$ cat config.mk
export PLATFORM = sky130hd
export DESIGN_NAME = io_axi_uart_regs
export DESIGN_NICKNAME = d
export VERILOG_FILES = /design/src/rtl/io_axi_uart_regs.sv
export SDC_FILE = /design/constraint.sdc
export NUM_CORES = 1
export LEC_CHECK = 0
export CORE_UTILIZATION = 44
export CTS_CLUSTER_SIZE = 10
export DETAILED_ROUTE_END_ITERATION = 8
export PLACE_DENSITY = 0.76
export SKIP_LAST_GASP = 1
export SYNTH_ARGS = -nofsm -noshare
export SYNTH_HDL_FRONTEND = slang
export SYNTH_SLANG_ARGS = --single-unit
$ cat constraint.sdc
create_clock -name CLK -period 2.2 [get_ports CLK]
set_input_delay 0.44 -clock CLK [delete_from_list [all_inputs] [get_ports CLK]]
set_output_delay 0.44 -clock CLK [all_outputs]
set_load 0.01 [all_outputs]
$ cat src/rtl/io_axi_uart_regs.sv
// Synchronous FIFO with pointer-based full/empty and a combinational head read.
// Latency: a pushed entry is visible at the head one cycle after the push.
// Backpressure: push ignored when full, pop ignored when empty; flush empties it and beats both.
module uart_fifo #(
    parameter int DEPTH = 16,
    parameter int WIDTH = 8
) (
    input  logic             CLK,
    input  logic             RST,
    input  logic             flush,
    input  logic             push_vld,
    input  logic [WIDTH-1:0] push_dat,
    input  logic             pop_vld,
    output logic [WIDTH-1:0] head_dat,
    output logic             full,
    output logic             empty
);
    localparam int AW = $clog2(DEPTH);
    localparam logic [AW:0] PTR_ONE = {{AW{1'b0}}, 1'b1};

    logic [WIDTH-1:0] mem [DEPTH];
    logic [AW:0]      wr_ptr;
    logic [AW:0]      rd_ptr;
    logic             do_push;
    logic             do_pop;

    // Pointers carry one extra wrap bit so full and empty are distinguishable.
    assign empty    = (wr_ptr == rd_ptr);
    assign full     = (wr_ptr[AW] != rd_ptr[AW]) && (wr_ptr[AW-1:0] == rd_ptr[AW-1:0]);
    assign do_push  = push_vld & ~full & ~flush;
    assign do_pop   = pop_vld & ~empty & ~flush;
    assign head_dat = mem[rd_ptr[AW-1:0]];

    always_ff @(posedge CLK or posedge RST) begin
        if (RST) begin
            wr_ptr <= '0;
            rd_ptr <= '0;
        end else if (flush) begin
            wr_ptr <= '0;
            rd_ptr <= '0;
        end else begin
            if (do_push) wr_ptr <= wr_ptr + PTR_ONE;
            if (do_pop)  rd_ptr <= rd_ptr + PTR_ONE;
        end
    end

    always_ff @(posedge CLK) begin
        if (do_push) mem[wr_ptr[AW-1:0]] <= push_dat;
    end
endmodule

// AXI4-Lite UART-Lite style register block with RX/TX byte FIFOs.
// Latency: write response one cycle after AW+W complete; read data one cycle after AR.
// Backpressure: AW/W/AR stall while a response is pending; RX_READY drops when RX is full.
module io_axi_uart_regs #(
    parameter int FIFO_DEPTH = 16
) (
    input  logic        CLK,
    input  logic        RST,
    input  logic [3:0]  S_AXI_AWADDR,
    input  logic        S_AXI_AWVALID,
    output logic        S_AXI_AWREADY,
    input  logic [31:0] S_AXI_WDATA,
    input  logic [3:0]  S_AXI_WSTB,
    input  logic        S_AXI_WVALID,
    output logic        S_AXI_WREADY,
    output logic [1:0]  S_AXI_BRESP,
    output logic        S_AXI_BVALID,
    input  logic        S_AXI_BREADY,
    input  logic [3:0]  S_AXI_ARADDR,
    input  logic        S_AXI_ARVALID,
    output logic        S_AXI_ARREADY,
    output logic [31:0] S_AXI_RDATA,
    output logic [1:0]  S_AXI_RRESP,
    output logic        S_AXI_RVALID,
    input  logic        S_AXI_RREADY,
    input  logic [7:0]  RX_DATA,
    input  logic        RX_VALID,
    output logic        RX_READY,
    output logic [7:0]  TX_DATA,
    output logic        TX_VALID,
    input  logic        TX_READY
);
    localparam logic [1:0] REG_RXD     = 2'd0;
    localparam logic [1:0] REG_TXD     = 2'd1;
    localparam logic [1:0] REG_STAT    = 2'd2;
    localparam logic [1:0] REG_CTRL    = 2'd3;
    localparam logic [1:0] RESP_OKAY   = 2'b00;
    localparam logic [1:0] RESP_SLVERR = 2'b10;

    logic       aw_held;
    logic       w_held;
    logic [1:0] aw_addr_q;
    logic [7:0] w_dat_q;
    logic       w_stb_q;
    logic       tx_overrun;

    logic       aw_hs;
    logic       w_hs;
    logic       ar_hs;
    logic       wr_fire;
    logic [1:0] wr_addr;
    logic [7:0] wr_dat;
    logic       wr_stb;
    logic       txd_wr;
    logic       tx_push;
    logic       tx_drop;
    logic       ctrl_wr;
    logic       tx_flush;
    logic       rx_flush;
    logic       ovr_clr;
    logic [1:0] rd_addr;

    logic       rx_push;
    logic       rx_pop;
    logic [7:0] rx_head;
    logic       rx_full;
    logic       rx_empty;
    logic       tx_pop;
    logic [7:0] tx_head;
    logic       tx_full;
    logic       tx_empty;
    logic [31:0] stat_word;
    logic       unused_bits;

    assign unused_bits = ^{S_AXI_WDATA[31:8], S_AXI_WSTB[3:1], S_AXI_AWADDR[1:0], S_AXI_ARADDR[1:0]};

    // Write channel: AW and W are held independently; the write fires as soon as both are present.
    assign S_AXI_AWREADY = ~aw_held & ~S_AXI_BVALID;
    assign S_AXI_WREADY  = ~w_held & ~S_AXI_BVALID;
    assign aw_hs   = S_AXI_AWVALID & S_AXI_AWREADY;
    assign w_hs    = S_AXI_WVALID & S_AXI_WREADY;
    assign wr_fire = (aw_held | aw_hs) & (w_held | w_hs);
    assign wr_addr = aw_held ? aw_addr_q : S_AXI_AWADDR[3:2];
    assign wr_dat  = w_held ? w_dat_q : S_AXI_WDATA[7:0];
    assign wr_stb  = w_held ? w_stb_q : S_AXI_WSTB[0];

    assign txd_wr   = wr_fire & (wr_addr == REG_TXD) & wr_stb;
    assign tx_push  = txd_wr & ~tx_full;
    assign tx_drop  = txd_wr & tx_full;
    assign ctrl_wr  = wr_fire & (wr_addr == REG_CTRL);
    assign tx_flush = ctrl_wr & wr_dat[0];
    assign rx_flush = ctrl_wr & wr_dat[1];
    assign ovr_clr  = ctrl_wr & wr_dat[4];

    always_ff @(posedge CLK or posedge RST) begin
        if (RST) begin
            aw_held      <= 1'b0;
            w_held       <= 1'b0;
            aw_addr_q    <= 2'd0;
            w_dat_q      <= 8'd0;
            w_stb_q      <= 1'b0;
            S_AXI_BVALID <= 1'b0;
            S_AXI_BRESP  <= RESP_OKAY;
            tx_overrun   <= 1'b0;
        end else begin
            if (wr_fire) begin
                aw_held      <= 1'b0;
                w_held       <= 1'b0;
                S_AXI_BVALID <= 1'b1;
                S_AXI_BRESP  <= tx_drop ? RESP_SLVERR : RESP_OKAY;
            end else begin
                if (aw_hs) begin
                    aw_held   <= 1'b1;
                    aw_addr_q <= S_AXI_AWADDR[3:2];
                end
                if (w_hs) begin
                    w_held  <= 1'b1;
                    w_dat_q <= S_AXI_WDATA[7:0];
                    w_stb_q <= S_AXI_WSTB[0];
                end
                if (S_AXI_BVALID & S_AXI_BREADY) S_AXI_BVALID <= 1'b0;
            end
            if (tx_drop)      tx_overrun <= 1'b1;
            else if (ovr_clr) tx_overrun <= 1'b0;
        end
    end

    // Read channel: status is sampled from the registered FIFO flags at the AR handshake.
    assign S_AXI_ARREADY = ~S_AXI_RVALID;
    assign ar_hs     = S_AXI_ARVALID & S_AXI_ARREADY;
    assign rd_addr   = S_AXI_ARADDR[3:2];
    assign rx_pop    = ar_hs & (rd_addr == REG_RXD) & ~rx_empty;
    assign stat_word = {27'd0, tx_overrun, tx_full, tx_empty, rx_full, ~rx_empty};

    always_ff @(posedge CLK or posedge RST) begin
        if (RST) begin
            S_AXI_RVALID <= 1'b0;
            S_AXI_RDATA  <= 32'd0;
            S_AXI_RRESP  <= RESP_OKAY;
        end else if (ar_hs) begin
            S_AXI_RVALID <= 1'b1;
            case (rd_addr)
                REG_RXD: begin
                    S_AXI_RDATA <= rx_empty ? 32'd0 : {24'd0, rx_head};
                    S_AXI_RRESP <= rx_empty ? RESP_SLVERR : RESP_OKAY;
                end
                REG_STAT: begin
                    S_AXI_RDATA <= stat_word;
                    S_AXI_RRESP <= RESP_OKAY;
                end
                default: begin
                    S_AXI_RDATA <= 32'd0;
                    S_AXI_RRESP <= RESP_OKAY;
                end
            endcase
        end else if (S_AXI_RVALID & S_AXI_RREADY) begin
            S_AXI_RVALID <= 1'b0;
        end
    end

    assign RX_READY = ~rx_full;
    assign rx_push  = RX_VALID & RX_READY;

    uart_fifo #(.DEPTH(FIFO_DEPTH), .WIDTH(8)) u_rx_fifo (
        .CLK      (CLK),
        .RST      (RST),
        .flush    (rx_flush),
        .push_vld (rx_push),
        .push_dat (RX_DATA),
        .pop_vld  (rx_pop),
        .head_dat (rx_head),
        .full     (rx_full),
        .empty    (rx_empty)
    );

    assign TX_VALID = ~tx_empty;
    assign TX_DATA  = tx_empty ? 8'd0 : tx_head;
    assign tx_pop   = TX_VALID & TX_READY;

    uart_fifo #(.DEPTH(FIFO_DEPTH), .WIDTH(8)) u_tx_fifo (
        .CLK      (CLK),
        .RST      (RST),
        .flush    (tx_flush),
        .push_vld (tx_push),
        .push_dat (S_AXI_WDATA[7:0] & {8{~w_held}} | w_dat_q & {8{w_held}}),
        .pop_vld  (tx_pop),
        .head_dat (tx_head),
        .full     (tx_full),
        .empty    (tx_empty)
    );
endmodule

Yosys cells after proc, flatten, opt, wreduce, memory -nomap -nowiden
Memories as Yosys holds them, arrays and structs flattened.
Index checks and enable logic that the tools add are counted.
{"block": "op_classes", "addsub": 4, "eq_ne": 9, "muxes": 31, "bitwise": 44, "n_reduce_logical": 14}
{"op": "$mux 5", "n": 9}
{"op": "$and 1x1->1", "n": 28}
{"op": "$add 5x1->5 const B", "n": 4}
{"op": "$reduce_bool 2->1", "n": 9}
{"op": "$and 8x8->8", "n": 2}
{"op": "$mux 8", "n": 2}
{"op": "$pmux 8 s2", "n": 1}
{"op": "$mux 1", "n": 15}
{"op": "$not 1->1", "n": 11}
{"op": "$eq 5x5->1", "n": 2}
{"op": "$eq 4x4->1", "n": 2}
{"op": "$mux 2", "n": 4}
{"op": "$or 8x8->8", "n": 1}
{"op": "$eq 2x2->1 const B", "n": 2}
{"op": "$reduce_and 2->1", "n": 2}
{"op": "$eq 2x1->1 const B", "n": 1}
{"op": "$logic_and 1x1->1", "n": 2}
{"op": "$logic_not 2->1", "n": 1}
{"op": "$ne 1x1->1", "n": 2}
{"op": "$or 1x1->1", "n": 2}
{"block": "totals", "ff_bits": 72, "ramBits": 256, "inputBits": 61, "out_inout_bits": 51, "word_cells": 119, "mem_count": 2}
{"name": "u_rx_fifo.mem", "words": 16, "word_bits": 8, "read_ports": 1, "rd_clocked_by_memory_dff": 0, "wr": 1, "line": "21", "rtl": "logic [WIDTH-1:0] mem [DEPTH];"}
{"name": "u_tx_fifo.mem", "words": 16, "word_bits": 8, "read_ports": 1, "rd_clocked_by_memory_dff": 0, "wr": 1, "line": "21"}

Depth between registers and ports, before layout
{"block": "depth", "word_depth": 12, "mapped_depth": 7, "depth_no_buf": 6}

Cells and area by module
A second synthesis with hierarchy kept.
{"block": "unflattened", "hier_cells": 764, "area_unflattened_um2": 13071.3}
{"module": "uart_fifo (u_rx_fifo)", "instances": 1, "cells_per_inst": 313, "area_each_um2": 5769.3, "seq_area_each_um2": 4093.9}
{"module": "uart_fifo (u_tx_fifo)", "instances": 1, "cells_per_inst": 314, "area_each_um2": 5764.3, "seq_area_each_um2": 4093.9}
{"module": "io_axi_uart_regs", "instances": 1, "cells_per_inst": 137, "area_each_um2": 1537.7, "seq_area_each_um2": 650.6}

Worst setup path after synthesis
Ideal clock, no wire load.
{"block": "synth_timing", "path_kind": "register to register", "from": "register aw_held", "to": "memory u_tx_fifo.mem[11][0], enable pin", "setup_time_ns": 0.383, "arrival_time_ns": 1.789, "t_required_ns": 1.817, "setup_slack_ns": 0.027, "stages_incl_launch_ff": 6, "n_path_buf": 1, "period_less_slack_ns": 2.173, "path_cell_list": "dfrtp_1 -> buf_6 -> mux2_4 -> nor2_1 -> o2111ai_2 -> nor3_1"}
{"block": "synth_between", "elab_chain_len": 12, "word_cells_on_any_way": 18, "classes_between": "eq/ne: 2; mux: 3; bitwise: 13"}
{"element": "from (decl)", "line": "91", "rtl": "logic aw_held;"}
{"element": "from (signal assigned)", "line": "148", "rtl": "aw_held <= 1'b0;"}
{"element": "from (signal assigned)", "line": "158", "rtl": "aw_held <= 1'b0;"}
{"element": "from (signal assigned)", "line": "164", "rtl": "aw_held <= 1'b1;"}
{"element": "$not 1->1", "line": "129", "rtl": "assign S_AXI_AWREADY = ~aw_held & ~S_AXI_BVALID;"}
{"element": "$and 1x1->1", "line": "129"}
{"element": "$and 1x1->1", "line": "131", "rtl": "assign aw_hs = S_AXI_AWVALID & S_AXI_AWREADY;"}
{"element": "$or 1x1->1", "line": "133", "rtl": "assign wr_fire = (aw_held | aw_hs) & (w_held | w_hs);"}
{"element": "$and 1x1->1", "line": "133"}
{"element": "$and 1x1->1 (2 in series)", "line": "138", "rtl": "assign txd_wr = wr_fire & (wr_addr == REG_TXD) & wr_stb;"}
{"element": "$and 1x1->1", "line": "139", "rtl": "assign tx_push = txd_wr & ~tx_full;"}
{"element": "$and 1x1->1", "line": "30", "rtl": "assign do_push = push_vld & ~full & ~flush;"}
{"element": "$and 1x1->1 *", "line": "30"}
{"element": "$mux 1 *", "line": "48", "rtl": "if (do_push) mem[wr_ptr[AW-1:0]] <= push_dat;"}
{"element": "$mux 1 (not written as such) *", "line": "48"}
{"element": "to (decl)", "line": "21"}
Every way passes the cells marked *; elsewhere a longest branch is shown, timed or not.

Worst setup path after layout
{"block": "layout_timing", "from": "register u_tx_fifo.rd_ptr[0]", "to": "output TX_DATA[0]"}
{"block": "layout_between", "elab_chain_len": 2, "word_cells_on_any_way": 3, "classes_between": "eq/ne: 1; mux: 1; memory: 1"}
{"element": "from (decl)", "line": "23", "rtl": "logic [AW:0] rd_ptr;"}
{"element": "from (signal assigned)", "line": "43", "rtl": "if (do_pop) rd_ptr <= rd_ptr + PTR_ONE;"}
{"element": "$mem_v2 16x8 / $eq 5x5->1 (equally long branches)"}
{"element": "$mux 8 *", "line": "228", "rtl": "assign TX_DATA = tx_empty ? 8'd0 : tx_head;"}
{"element": "to (decl)", "line": "80", "rtl": "output logic [7:0] TX_DATA,"}
Marks and branches as above.

==> impl_metrics.csv <==
group,metric,value,unit
status,outcome,"finished, violations left",
status,violations,"setup timing",
timing,tightest_slew,0.750,ns
yosys,syn_inst,719,
yosys,syn_area_per_cell,17.7,um^2
timing,finalSetupViolCount,46,
floorplan,rows,61,
timing,slew_headroom,0.487,
pwr,total_power,0.0198,W
final_layout,stdcell_count,1290,
cts,postCtsHoldBufs,0,
timing,min_period_over_period,1.23,
detailed_routing,drtPass1Iterations,5,
setup_path,critPathRequiredTime,1.76,ns
hold_path,min_path_type,"in2async",
placement,hpwl,17200,um
floorplan,start_util,0.453,
timing,fin_crit,2.70,ns
setup_path,cp-start-kind,"register",
global_routing,grt_max_degree,32,
final_layout,syn_to_final_growth,26.0,%
floorplan,die-area,29600,um^2
pwr,vdd_ir_drop_max,0.643,mV
yosys,synth-edff-count,256,
timing,drv_slew,0,
yosys,yosys_warnings,0,
yosys,async_flop_share,0.152,
job,drv_cap,0,
pwr,switchingPower,0.00596,W
yosys,synth_area,12700,um^2
final_layout,diodes,0,
pwr,p_leak,5.67,nW
pwr,clkPwrFrac,0.266,
pwr,power_frac_seq,0.371,
setup_path,cp_max_fo,7,
timing,worst_slack,-0.501,ns
setup_path,cp_cell_sequence,"buf_6, buf_12, buf_4, mux4_2, a211oi_2, a211oi_2, buf_2",
global_routing,grt_pass1_wl,40800,um
detailed_routing,vias,6894,
pwr,powerDensity,1230,nW/um^2
global_routing,grt_pass1_vias,7139,
yosys,synth_cell_types,54,
detailed_routing,drt_iter0_drc,537,
global_routing,gr-usage-all-layers,0.187,
final_layout,drive_gt1_frac,0.339,
placement,port_buffers,54,
setup_path,cp_slowest_cell,"mux4_2",
timing,fmax,370,MHz
cts,tritoncts,"built",
timing,skew,0.0193,ns
detailed_routing,ant_nets,0,
cts,clk_pin_slew,0.05,ns
final_layout,multiInputGateArea,3810,um^2
global_routing,antenna_found_initial,0,
floorplan,dieHeight,172,um
placement,dp_cells,1220,
final_layout,postLayoutCoreUtil,0.570,
detailed_routing,vias_per_cell,5.34,
final_layout,fin_nets,959,
setup_path,crit_path_max_incr_delay,0.49,ns
final_layout,nFillCells,2073,
yosys,yosysSeqAreaShare,0.694,
cts,htreeDepth,2,
timing,rsz0062_at_grt,"yes",
pwr,power_frac_comb,0.362,
detailed_routing,routed_wl,26700,um
global_routing,grt-ovfl-total,0,
floorplan,ios,112,
yosys,ys_ff_latch,302,
final_layout,regArea,8840,um^2
pwr,p_int,0.0138,W
cts,cts_root_buffer,"clkbuf_16",
yosys,synth_flop_cell,"edfxtp_1",
cts,cts_buffers,36,
setup_path,critPathArrivalTime,2.26,ns
setup_path,end_kind,"output port",
cts,clk_path_buf_depth,3,
timing,finalHoldViolations,0,
placement,pre_cts_ws,-0.485,ns
cts,clock_sinks,302,
floorplan,die_w,172,um
setup_path,critPathKind,"reg2out",
detailed_routing,avgRoutedWirePerCell,20.7,um
placement,place_congestion,0.816,
cts,clkLatencyLatePin,0.52,ns
detailed_routing,drc,0,
pwr,swShare,0.301,
setup_path,cpMostUsedCell,"a211oi_2",
floorplan,core_region_area,28200,um^2
[registers in the layout, summed over array words and instances, names as in the netlist, 2 cells and up]
signal,flops
u_tx_fifo.wr_ptr,5
w_dat_q,8
aw_addr_q,2
u_rx_fifo.wr_ptr,5
S_AXI_RDATA,8
u_tx_fifo.rd_ptr,5
u_tx_fifo.mem,128
u_rx_fifo.rd_ptr,5
u_rx_fifo.mem,128
[worst paths after layout]
check	endpoint	start	slack [ns]	cells after the start
min in group CLK	S_AXI_RDATA[2]$_DFFE_PP0P_	S_AXI_RDATA[2]$_DFFE_PP0P_	0.49	2
max in group asynchronous	w_held$_DFFE_PP0P_	RST	1.43	3
max reg2reg	u_tx_fifo.mem[1][6]$_DFFE_PP_	u_tx_fifo.rd_ptr[0]$_DFFE_PP0P_	-0.03	8
max	TX_DATA[0]	u_tx_fifo.rd_ptr[0]$_DFFE_PP0P_	-0.50	7
min reg2reg	S_AXI_RDATA[2]$_DFFE_PP0P_	S_AXI_RDATA[2]$_DFFE_PP0P_	0.49	2
min	S_AXI_RDATA[5]$_DFFE_PP0P_	RST	0.24	2
[cells by family after synthesis]
logic type                 share of synthesized area
AOI/OAI and AO/OA                             0.0385
and+or+nand+nor                               0.0540
muxes                                          0.153
buffers and inverters                         0.0350
other                                       0.000294
adders and majority gates                    0.00982
xor gates and xnor gates                      0.0164
DFF                                            0.694
[cell type report]
cell class              count  area share
clock buffers              57      0.0610
multi-input cells         366       0.237
flip-flops and latches    302       0.551
repair buffers            169       0.115
well taps                 378      0.0294
clock inverters             5     0.00358
inverters                  13     0.00304
[per-stage QoR]
step / TNS (ns) / instance area [um^2] / hold slack (ns)
after floorplan: 0 / 12800 / 0.474
after global placement: -80.80 / 14700 / 0.472
after detailed placement: -85.04 / 14700 / 0.474
after CTS: -4.25 / 15900 / 0.238
after global routing: -10.42 / 16100 / 0.298
final: -4.88 / 16100 / 0.241
[cells in the mapped netlist, types with 3 or more instances]
master,number,area (um^2)
o221ai_1,3,26.3
mux4_2,61,1370
nor3_1,6,30.0
dfrtp_1,46,1150
nand4_1,4,25.0
nor2b_1,13,81.3
buf_2,17,85.1
a21oi_1,4,20.0
xnor2_1,11,96.3
and3_1,16,100
nand3_1,4,20.0
xor2_1,11,96.3
buf_4,33,248
mux2_2,28,315
edfxtp_1,256,7690
clkbuf_1,10,37.5
or3_1,3,18.8
o21ai_0,12,60.1
a211oi_1,17,128
o21ai_1,10,50.1
inv_1,13,48.8
nand2_1,23,86.3
ha_1,10,125
and2_1,17,106
nor2_1,27,101
mux2i_1,24,240
o211ai_1,5,37.5
[cell usage in the layout (no fill, tap or decap), types with 4 or more instances in the layout]
master,netlist,routed
a21oi_1,4,4
o21ai_0,12,11
clkbuf_1,10,21
mux4_2,61,61
buf_4,33,69
nand4_1,4,4
mux2_2,28,27
dfrtp_2,0,4
nor2b_4,0,4
nand3_1,4,4
xor2_1,11,11
ha_1,10,10
buf_12,0,32
nor2_1,27,26
a211oi_1,17,4
o21ai_1,10,10
nand2_1,23,23
and2_1,17,14
dfrtp_1,46,42
o211ai_1,5,5
buf_2,17,8
edfxtp_1,256,256
clkbuf_16,0,37
mux2i_1,24,19
nor3_1,6,4
inv_1,13,11
conb_1,1,26
a211oi_2,0,13
nor2b_1,13,8
clkdlybuf4s50_1,0,43
and3_1,16,15
buf_6,2,12
xnor2_1,11,8
[routing by layer]
layer | GRT usage | wire (um)
met3 | 0.0282 | 1030
met1 | 0.237 | 11100
met4 | 0.0593 | 501
met2 | 0.331 | 14100
met5 | 0 | 0
[repair_timing]
action | 4_1_cts | 5_1_grt
cloned | 1 | 1
endpoints found under the setup margin | 88 | 161
buffers inserted | 6 | 3
pin swaps | 18 | 16
gates resized for setup | 72 | 39
[critical path: cells and delay by family (launching register included)]
kind            cells  cell delay [ns]
compound gates      2             0.31
buf+inv             4             0.53
flops               1             0.41
mux                 1             0.49
[power groups by stage]
stage	Combinational [W]	Clock (W)	Sequential, W
floorplan	0.00387	0	0.00739
global placement	0.00646	0	0.00743
detailed placement	0.00655	0	0.00746
CTS	0.00694	0.00538	0.00733
global route	0.00769	0.00558	0.00739
finish	0.00716	0.00526	0.00734
Note: power is estimated with default switching activity, not from simulation.
